File: src/rtl/pic_exec_pkg.sv
// rtl/pic_exec_pkg.sv - shared types and class codes for the PIC16-style execute stage
package pic_exec_pkg;

  localparam int DATA_W = 8;

  typedef enum logic [3:0] {
    ALU_ADD,
    ALU_SUB,
    ALU_AND,
    ALU_IOR,
    ALU_XOR,
    ALU_PASS_A,
    ALU_PASS_B,
    ALU_CLR,
    ALU_COM,
    ALU_INC,
    ALU_DEC,
    ALU_RL,
    ALU_RR,
    ALU_SWAP,
    ALU_BCLR,
    ALU_BSET
  } alu_op_e;

  localparam logic [1:0] CLS_BYTE = 2'b00;
  localparam logic [1:0] CLS_BIT  = 2'b01;
  localparam logic [1:0] CLS_CTRL = 2'b10;
  localparam logic [1:0] CLS_LIT  = 2'b11;

  typedef struct packed {
    alu_op_e    op;
    logic       d;
    logic       wr;
    logic       sel_k;
    logic [2:0] bit_number;
    logic       upd_c;
    logic       upd_z;
    logic       skip_zero;
    logic       skip_bclr;
    logic       skip_bset;
  } ctrl_t;

endpackage

File: src/rtl/pic_alu_core.sv
// rtl/pic_alu_core.sv - combinational 8-bit ALU; c_out is only meaningful for ADD/SUB/RL/RR
module pic_alu_core
  import pic_exec_pkg::*;
(
  input  alu_op_e    op,
  input  logic [7:0] a,
  input  logic [7:0] b,
  input  logic [2:0] bit_number,
  input  logic       c_in,
  output logic [7:0] ans,
  output logic       c_out,
  output logic       z
);

  logic [8:0] sum;
  logic [7:0] mask;

  assign mask = 8'b0000_0001 << bit_number;

  always_comb begin
    sum   = 9'd0;
    ans   = b;
    c_out = c_in;
    case (op)
      ALU_ADD: begin
        sum   = {1'b0, b} + {1'b0, a};
        ans   = sum[7:0];
        c_out = sum[8];
      end
      ALU_SUB: begin
        // borrow lands in bit 8; carry means "no borrow"
        sum   = {1'b0, b} - {1'b0, a};
        ans   = sum[7:0];
        c_out = ~sum[8];
      end
      ALU_AND:    ans = b & a;
      ALU_IOR:    ans = b | a;
      ALU_XOR:    ans = b ^ a;
      ALU_PASS_A: ans = a;
      ALU_PASS_B: ans = b;
      ALU_CLR:    ans = 8'h00;
      ALU_COM:    ans = ~b;
      ALU_INC:    ans = b + 8'd1;
      ALU_DEC:    ans = b - 8'd1;
      ALU_RL: begin
        ans   = {b[6:0], c_in};
        c_out = b[7];
      end
      ALU_RR: begin
        ans   = {c_in, b[7:1]};
        c_out = b[0];
      end
      ALU_SWAP:   ans = {b[3:0], b[7:4]};
      ALU_BCLR:   ans = b & ~mask;
      ALU_BSET:   ans = b | mask;
      default:    ans = b;
    endcase
  end

  assign z = (ans == 8'h00);

endmodule

File: src/rtl/pic_exec_unit.sv
// rtl/pic_exec_unit.sv - execute stage: decode of opcode[13:6], operand mux, ALU, C/Z flags, skip
module pic_exec_unit
  import pic_exec_pkg::*;
#(
  parameter int WIDTH = 8
) (
  input  logic             clk,
  input  logic             reset,
  input  logic [7:0]       inst_reg,
  input  logic [WIDTH-1:0] k,
  input  logic [WIDTH-1:0] f,
  input  logic [WIDTH-1:0] w,
  output logic [WIDTH-1:0] ans,
  output logic             d,
  output logic             wr,
  output logic             switch_a_m,
  output logic [2:0]       bit_number,
  output logic             skip,
  output logic             c_flag,
  output logic             z_flag
);

  ctrl_t      ctrl;
  logic [7:0] b_opnd;
  logic       alu_c;
  logic       alu_z;

  always_comb begin
    ctrl            = '0;
    ctrl.op         = ALU_PASS_A;
    case (inst_reg[7:6])
      CLS_BYTE: begin
        ctrl.d  = inst_reg[1];
        ctrl.wr = 1'b1;
        case (inst_reg[5:2])
          4'b0000: begin ctrl.op = ALU_PASS_A; ctrl.wr = inst_reg[1]; end
          4'b0001: begin ctrl.op = ALU_CLR;    ctrl.upd_z = 1'b1; end
          4'b0010: begin ctrl.op = ALU_SUB;    ctrl.upd_c = 1'b1; ctrl.upd_z = 1'b1; end
          4'b0011: begin ctrl.op = ALU_DEC;    ctrl.upd_z = 1'b1; end
          4'b0100: begin ctrl.op = ALU_IOR;    ctrl.upd_z = 1'b1; end
          4'b0101: begin ctrl.op = ALU_AND;    ctrl.upd_z = 1'b1; end
          4'b0110: begin ctrl.op = ALU_XOR;    ctrl.upd_z = 1'b1; end
          4'b0111: begin ctrl.op = ALU_ADD;    ctrl.upd_c = 1'b1; ctrl.upd_z = 1'b1; end
          4'b1000: begin ctrl.op = ALU_PASS_B; ctrl.upd_z = 1'b1; end
          4'b1001: begin ctrl.op = ALU_COM;    ctrl.upd_z = 1'b1; end
          4'b1010: begin ctrl.op = ALU_INC;    ctrl.upd_z = 1'b1; end
          4'b1011: begin ctrl.op = ALU_DEC;    ctrl.skip_zero = 1'b1; end
          4'b1100: begin ctrl.op = ALU_RR;     ctrl.upd_c = 1'b1; end
          4'b1101: begin ctrl.op = ALU_RL;     ctrl.upd_c = 1'b1; end
          4'b1110: begin ctrl.op = ALU_SWAP; end
          default: begin ctrl.op = ALU_INC;    ctrl.skip_zero = 1'b1; end
        endcase
      end
      CLS_BIT: begin
        ctrl.d          = 1'b1;
        ctrl.bit_number = inst_reg[3:1];
        case (inst_reg[5:4])
          2'b00:   begin ctrl.op = ALU_BCLR;   ctrl.wr = 1'b1; end
          2'b01:   begin ctrl.op = ALU_BSET;   ctrl.wr = 1'b1; end
          2'b10:   begin ctrl.op = ALU_PASS_B; ctrl.skip_bclr = 1'b1; end
          default: begin ctrl.op = ALU_PASS_B; ctrl.skip_bset = 1'b1; end
        endcase
      end
      CLS_LIT: begin
        ctrl.sel_k = 1'b1;
        ctrl.wr    = 1'b1;
        casez (inst_reg[5:2])
          4'b0???: ctrl.op = ALU_PASS_B;
          4'b1000: begin ctrl.op = ALU_IOR; ctrl.upd_z = 1'b1; end
          4'b1001: begin ctrl.op = ALU_AND; ctrl.upd_z = 1'b1; end
          4'b1010: begin ctrl.op = ALU_XOR; ctrl.upd_z = 1'b1; end
          4'b1011: begin ctrl.op = ALU_PASS_A; ctrl.wr = 1'b0; end
          4'b110?: begin ctrl.op = ALU_SUB; ctrl.upd_c = 1'b1; ctrl.upd_z = 1'b1; end
          default: begin ctrl.op = ALU_ADD; ctrl.upd_c = 1'b1; ctrl.upd_z = 1'b1; end
        endcase
      end
      default: begin
        // CALL/GOTO: the sequencer owns these; the datapath just passes W through
        ctrl.op    = ALU_PASS_A;
        ctrl.sel_k = 1'b1;
      end
    endcase
  end

  assign b_opnd = ctrl.sel_k ? k : f;

  pic_alu_core u_alu (
    .op         (ctrl.op),
    .a          (w),
    .b          (b_opnd),
    .bit_number (ctrl.bit_number),
    .c_in       (c_flag),
    .ans        (ans),
    .c_out      (alu_c),
    .z          (alu_z)
  );

  assign d          = ctrl.d;
  assign wr         = ctrl.wr;
  assign switch_a_m = ctrl.sel_k;
  assign bit_number = ctrl.bit_number;
  assign skip       = (ctrl.skip_zero & alu_z)
                    | (ctrl.skip_bclr & ~b_opnd[ctrl.bit_number])
                    | (ctrl.skip_bset &  b_opnd[ctrl.bit_number]);

  always_ff @(posedge clk) begin
    if (reset) begin
      c_flag <= 1'b0;
      z_flag <= 1'b0;
    end else begin
      if (ctrl.upd_c) c_flag <= alu_c;
      if (ctrl.upd_z) z_flag <= alu_z;
    end
  end

endmodule

File: config.mk
export PLATFORM = sky130hd
export DESIGN_NAME = pic_exec_unit
export DESIGN_NICKNAME = d
export VERILOG_FILES = /design/src/rtl/pic_exec_pkg.sv /design/src/rtl/pic_alu_core.sv /design/src/rtl/pic_exec_unit.sv
export SDC_FILE = /design/constraint.sdc
export NUM_CORES = 1
export LEC_CHECK = 0
export ABC_AREA = 1
export CAP_MARGIN = 5
export CORE_UTILIZATION = 30
export CTS_CLUSTER_SIZE = 28
export DETAILED_ROUTE_END_ITERATION = 8
export PLACE_DENSITY = 0.54
export SLEW_MARGIN = 20
export SYNTH_ARGS = -nofsm -noshare
export SYNTH_HDL_FRONTEND = slang
export SYNTH_SLANG_ARGS = --single-unit
File: constraint.sdc
create_clock -name clk -period 5.2 [get_ports clk]
set_input_delay 0.52 -clock clk [delete_from_list [all_inputs] [get_ports clk]]
set_output_delay 0.52 -clock clk [all_outputs]
set_load 0.02 [all_outputs]
Word level (Yosys, flattened, before mapping)
Cells that the tools add are included.
{"block": "totals", "regBits": 2, "inputBits": 34, "output_inout_bits": 17, "wordCells": 99}
{"block": "classes", "n_addsub": 4, "order_cmp": 1, "n_eq_ne": 34, "shifts": 1, "muxes": 26, "n_bitwise": 15, "reduce_logical": 16}
{"op": "$pmux 8 s16", "count": 1}
{"op": "$eq 4x4->1 const B", "count": 15}
{"op": "$pmux 4 s13", "count": 1}
{"op": "$eq 4x3->1 const B", "count": 8}
{"op": "$pmux 3 s6", "count": 1}
{"op": "$and 8x8->8", "count": 2}
{"op": "$eq 4x2->1 const B", "count": 4}
{"op": "$not 8->8", "count": 2}
{"op": "$or 8x8->8", "count": 2}
{"op": "$reduce_or 14->1", "count": 1}
{"op": "$mux 1", "count": 13}
{"op": "$pmux 4 s3", "count": 1}
{"op": "$reduce_or 10->1", "count": 1}
{"op": "$add 8x8->9", "count": 1}
{"op": "$sub 8x8->9", "count": 1}
{"op": "$add 8x1->8 const B", "count": 1}
{"op": "$eq 4x1->1 const B", "count": 2}
{"op": "$logic_not 4->1", "count": 2}
{"op": "$logic_not 8->1", "count": 1}
{"op": "$mux 8", "count": 1}
{"op": "$pmux 4 s2", "count": 1}
{"op": "$reduce_or 2->1", "count": 4}
{"op": "$shl 1x3->8 const A", "count": 1}
{"op": "$sub 8x1->8 const B", "count": 1}
{"op": "21 further kinds", "count": 29}

Logic depth before layout (Yosys ltp)
{"block": "depth", "depth_word": 10, "mapped_depth": 29, "ltp_nobuf": 27}

Cells and area by module
Synthesis repeated with hierarchy kept, for this count alone.
{"block": "hier_totals", "hier_cells": 568, "hier_area_um2": 2790.2}
{"module": "pic_alu_core", "instances": 1, "cells_per_inst": 426, "area_each_um2": 2052.0, "seq_area_each_um2": 0.0}
{"module": "pic_exec_unit", "instances": 1, "cells_per_inst": 142, "area_each_um2": 738.2, "seq_area_each_um2": 40.0}

Worst setup path after synthesis
No wires, ideal clock.
{"block": "synth_path", "path_type": "input to output", "startpoint": "input port inst_reg[6]", "endpoint": "output port skip", "t_arrival_ns": 3.658, "required_ns": 4.680, "slack_ns": 1.022, "cell_stages": 25, "path_buffers": 3, "path_cell_list": "inv_1 ha_1 buf_2 nor2_4 buf_2 nand2_1 o21ai_0 inv_1 ha_1 clkbuf_1 inv_1 nor3_1 nand2_1 o211ai_1 xnor2_1 inv_1 nand2_1 nand3_1 nor2_1 nand3_1 nor2_1 nand2_1 nor2_2 nand2_2 o21ai_2"}
{"block": "synth_between", "elab_chain_cells": 10, "word_cells_on_any_way": 47, "classes_between": "add/sub (4); eq/ne (17); shift (1); mux (8); bitwise (13); reduce/logical (4)"}
{"item": "start: declaration", "line": "pic_exec_unit.sv:9", "text": "input logic [7:0] inst_reg,"}
{"item": "parallel branches: the longest is 9 deep, another holds $sub 8x1->8"}
{"item": "$or 1x1->1 (*)", "line": "pic_exec_unit.sv:104", "text": "| (ctrl.skip_bset & b_opnd[ctrl.bit_number]);"}
{"item": "end: declaration", "line": "pic_exec_unit.sv:18", "text": "output logic skip,"}
Every way passes the cells marked *. The select of a mux whose other input is x is not followed.

Worst setup path in the final report
{"block": "layout_path", "startpoint": "input port inst_reg[6]", "endpoint": "output port ans[6]"}
{"block": "layout_between", "elab_chain_cells": 6, "word_cells_on_any_way": 36, "classes_between": "add/sub (4); eq/ne (17); shift (1); mux (4); bitwise (7); reduce/logical (3)"}
{"item": "parallel branches: the longest is 5 deep, another holds $sub 8x1->8"}
{"item": "$pmux 8 s16 (*)", "line": "pic_alu_core.sv:24", "text": "case (op)"}
{"item": "end: declaration", "line": "pic_exec_unit.sv:13", "text": "output logic [WIDTH-1:0] ans,"}
Every way passes the cells marked *.

==> metrics.md <==
| Metric | Value |
|---|---|
| First-pass GRT wire length | between 15000 and 20000 um |
| Unrepaired setup endpoints after global routing | no |
| Core area | 9770 sq um |
| Initial antenna violation count | 0 |
| Top FF cell, synth | dfxtp_1 |
| Max_cap viols | 0 |
| Grt peak-use layer | met2 |
| Row count | 36 |
| Initial Util | a little under a third |
| Crit path buf inv count | 11 |
| Status | complete, no violations |
| Root Driver | clkbuf_8 |
| Clock Tree Buf Depth | 2 |
| Antenna viol nets, final | 0 |
| Synth top area share | 23.4% |
| LEAKAGE | 0.00215 uW |
| Grt met1 use | 31.0% |
| Ant diodes | 0 |
| Period minus WS final | 4.79 ns |
| Seq/Total Area, Yosys | 1.32% |
| Post-Place Cell Area | 3990 sq um |
| Vias/cell | 4.91 |
| Worst slew margin | 50.4% |
| Max Slew Vio Count | 0 |
| Gr ovfl total | 0 |
| Final GP Congestion | ~0.91 |
| Setup crit start | inst_reg[6] |
| Ys async rst share | 0% |
| Area of the multi-input gates | around 2500 sq um |
| I/O Pins | 51 |
| CP max stage delay | 0.52 ns |
| Hold Crit Depth | 2 |
| Largest net degree at the start of global routing | 16 |
| Stages on the worst setup path | 27 |
| Via Count | roughly 4000 |
| CP arrival | about 4.3 ns |
| Min-Delay Startpoint | c_flag |
| Hold EP | c_flag |
| Vias in the first global route | between 3000 and 4000 |
| Worst hold path class | reg2reg |
| Hold Fails Final Rpt | 0 |
| Die W | between 100 and 150 um |
| Share of layout cells above drive strength 1 | 16.9% |
| CP startpoint kind | input port |
| CTS tree | done |
| Port Buf Inserts | 49 |
| Die Y | between 100 and 150 um |
| Critical path type | in2out |
| FF+latch count, synth | 2 |
| DRT iter0 DRCs | 270 |
| Syn Std Cell Area | 3040 sq um |
| Post-synth net total | 643 |
| Period utilization | 92.1% |
| Mapped Avg Cell Area | about 5.2 sq um |
| Drt pass-1 iters | 5 |
| Worst flop-to-flop path endpoint | z_flag |
| Final setup vio count | 0 |
| Fmax achieved | 209 MHz |
| Cell variety after synth | 44 |
| Most used cell, CP | inv_1 |
| Cell family with most CP delay | buffers and inverters |
| Final Cell Area | approximately 4000 sq um |
| Pwr dens | about 160 nW/um^2 |
| Cts bufs inserted | 3 |
| Synth Instances | slightly below 600 |
| Final Net Count | ~730 |
| Routed WL | about 11000 um |
| Crit-path max FO | 8 |
| EDFF count, synth | 0 |
| Yosys Warn Count | 0 |
| Worst path required time | about 4.7 ns |
| Layout area overhead | 32.8% |
| Synth area leaders | nand2_1 23%, ha_1 11%, inv_1 9.2% |
| Worst-margin pin slew | around 0.74 ns |
| Die area | 10500 sq um |
| Worst R2R Setup Slack | 3.58 ns |
| Crit end category | output pin |
| H-tree levels | 1 |
| Clk_lat worst skew | about 0.21 ns |
| CTS hold repair buffers | 0 |
| Global-route met3 utilization | less than 1% |
| Register area | approximately 40 sq um |
| Clock sink total | 2 |
| Synth area leader | nand2_1 |
| Clk pin slew, worst setup/hold paths | 0.03 ns |
| Worst r2r src | c_flag |
| DRC violations left | 0 |
| Worst r2r path cells | 10 |
| Peak VDD IR | 0.0000652 V |
| Setup TNS | 0 ns |
| Total track usage | approximately 22% |
| CP max-delay cell | clkdlybuf4s50_1 |
| Post-detail-place hpwl | 9500 um |
| Drt wl/cell | approximately 14 um |
| Final clock skew | ~0.0017 ns |
| Fillers | ~1100 |
| GRT met2 Usage | between 30% and 40% |
==> where the power goes <==
| group | internal [uW] | switching [uW] | leakage (uW) | total (uW) |
|---|---|---|---|---|
| sequential | 16.1 | 0.396 | 0.0000162 | 16.5 |
| combinational | 234 | 325 | 0.00211 | 560 |
| clock | 48.9 | 12.1 | 0.0000216 | 61.1 |
| total | 299 | 338 | 0.00215 | 637 |
==> stage by stage <==
step | total power, uW | std cells | setup slack, ns | util (%) | hold WS [ns]
2_1_floorplan | 351 | 579 | 1.02 | - | 0.557
3_3_place_gp | 570 | 798 | -0.00978 | 40.8 | 0.520
3_5_place_dp | 571 | 798 | -0.0333 | 40.8 | 0.524
4_1_cts | 638 | 801 | 0.227 | 41.3 | 0.530
5_1_grt | 698 | 801 | 0.0272 | 41.2 | 0.580
6_report | 637 | 801 | 0.413 | 41.2 | 0.523
==> cell usage in the layout (no fill, tap or decap), types with 2 or more instances in the layout <==
cell,n
inv_2,12
nor2_2,9
fa_1,3
a31oi_1,3
nor2_1,58
o21ai_1,8
xnor2_1,3
o21ai_0,13
nand2_2,11
o21bai_1,5
clkbuf_8,3
dfxtp_1,2
o22ai_1,3
nor3_1,4
nand3_4,3
or2_2,8
a21oi_1,30
o221ai_1,2
nand4_1,12
ha_1,27
nand3_1,51
buf_4,53
nand2_1,189
clkdlybuf4s50_1,48
xor2_1,5
inv_4,2
inv_1,74
o211ai_1,6
nor2_4,4
==> logic make-up (layout without fill, tap and decap cells) <==
family | count (synthesis) | count (layout) | synth area share, %
AO/OA/AOI/OAI | 80 | 80 | 15.9
XOR/XNOR | 8 | 8 | 2.31
adder cells (fa/ha/maj) | 30 | 30 | 13.1
buffers and inverters | 105 | 194 | 15.0
flip-flops | 2 | 2 | 1.32
AND/OR/NAND/NOR | 354 | 354 | 52.4
==> flip-flops by register name, indices dropped and copies added (netlist names) <==
register and cells:
c_flag 1, z_flag 1
==> synthesized netlist by cell type (all sizes together), types with 3 or more instances <==
| library cell | number |
|---|---|
| xor2 | 5 |
| or2 | 9 |
| clkbuf | 4 |
| o21ai | 22 |
| ha | 27 |
| nor2 | 71 |
| a21oi | 32 |
| buf | 13 |
| fa | 3 |
| o21bai | 5 |
| nand3 | 55 |
| o22ai | 3 |
| xnor2 | 3 |
| a31oi | 3 |
| nand2 | 201 |
| inv | 88 |
| nand4 | 12 |
| nor3 | 4 |
| o211ai | 6 |
==> what timing repair did <==
action,4_1_cts,5_1_grt
buffers inserted,0,0
pin swaps,1,0
resized for setup,2,2
setup endpoints to repair,1,1
==> final cells by class <==
type                            count  share of cell area, %
Sequential cell                     2                  0.993
Timing Repair Buffer              103                   22.4
Multi-Input combinational cell    472                   63.1
Inverter                           88                   8.32
Tap cell                          133                   4.13
Clock buffer                        3                   1.02
==> worst min-delay path, delay by kind of cell, from the launching register on <==
family           cells  cell delay, ns
AO/OA/AOI/OAI        1            0.06
AND/OR/NAND/NOR      1            0.08
flip-flops           1            0.34
==> worst max path at each step <==
stage | endpoint | slack (ns)
2_1_floorplan | skip | 1.02
3_3_place_gp | skip | -0.01
3_5_place_dp | skip | -0.03
4_1_cts | skip | 0.23
5_1_grt | ans[6] | 0.03
6_report | ans[6] | 0.41
==> metal layers <==
layer	wire length, um	part of all wire (%)	vias up
met5	0	0	-
met4	150	1.3	0
met3	647	5.8	10
met2	5040	45	135
met1	5350	48	1746
li1	-	-	2040
No activity file was read; power rests on OpenSTA's default activity.
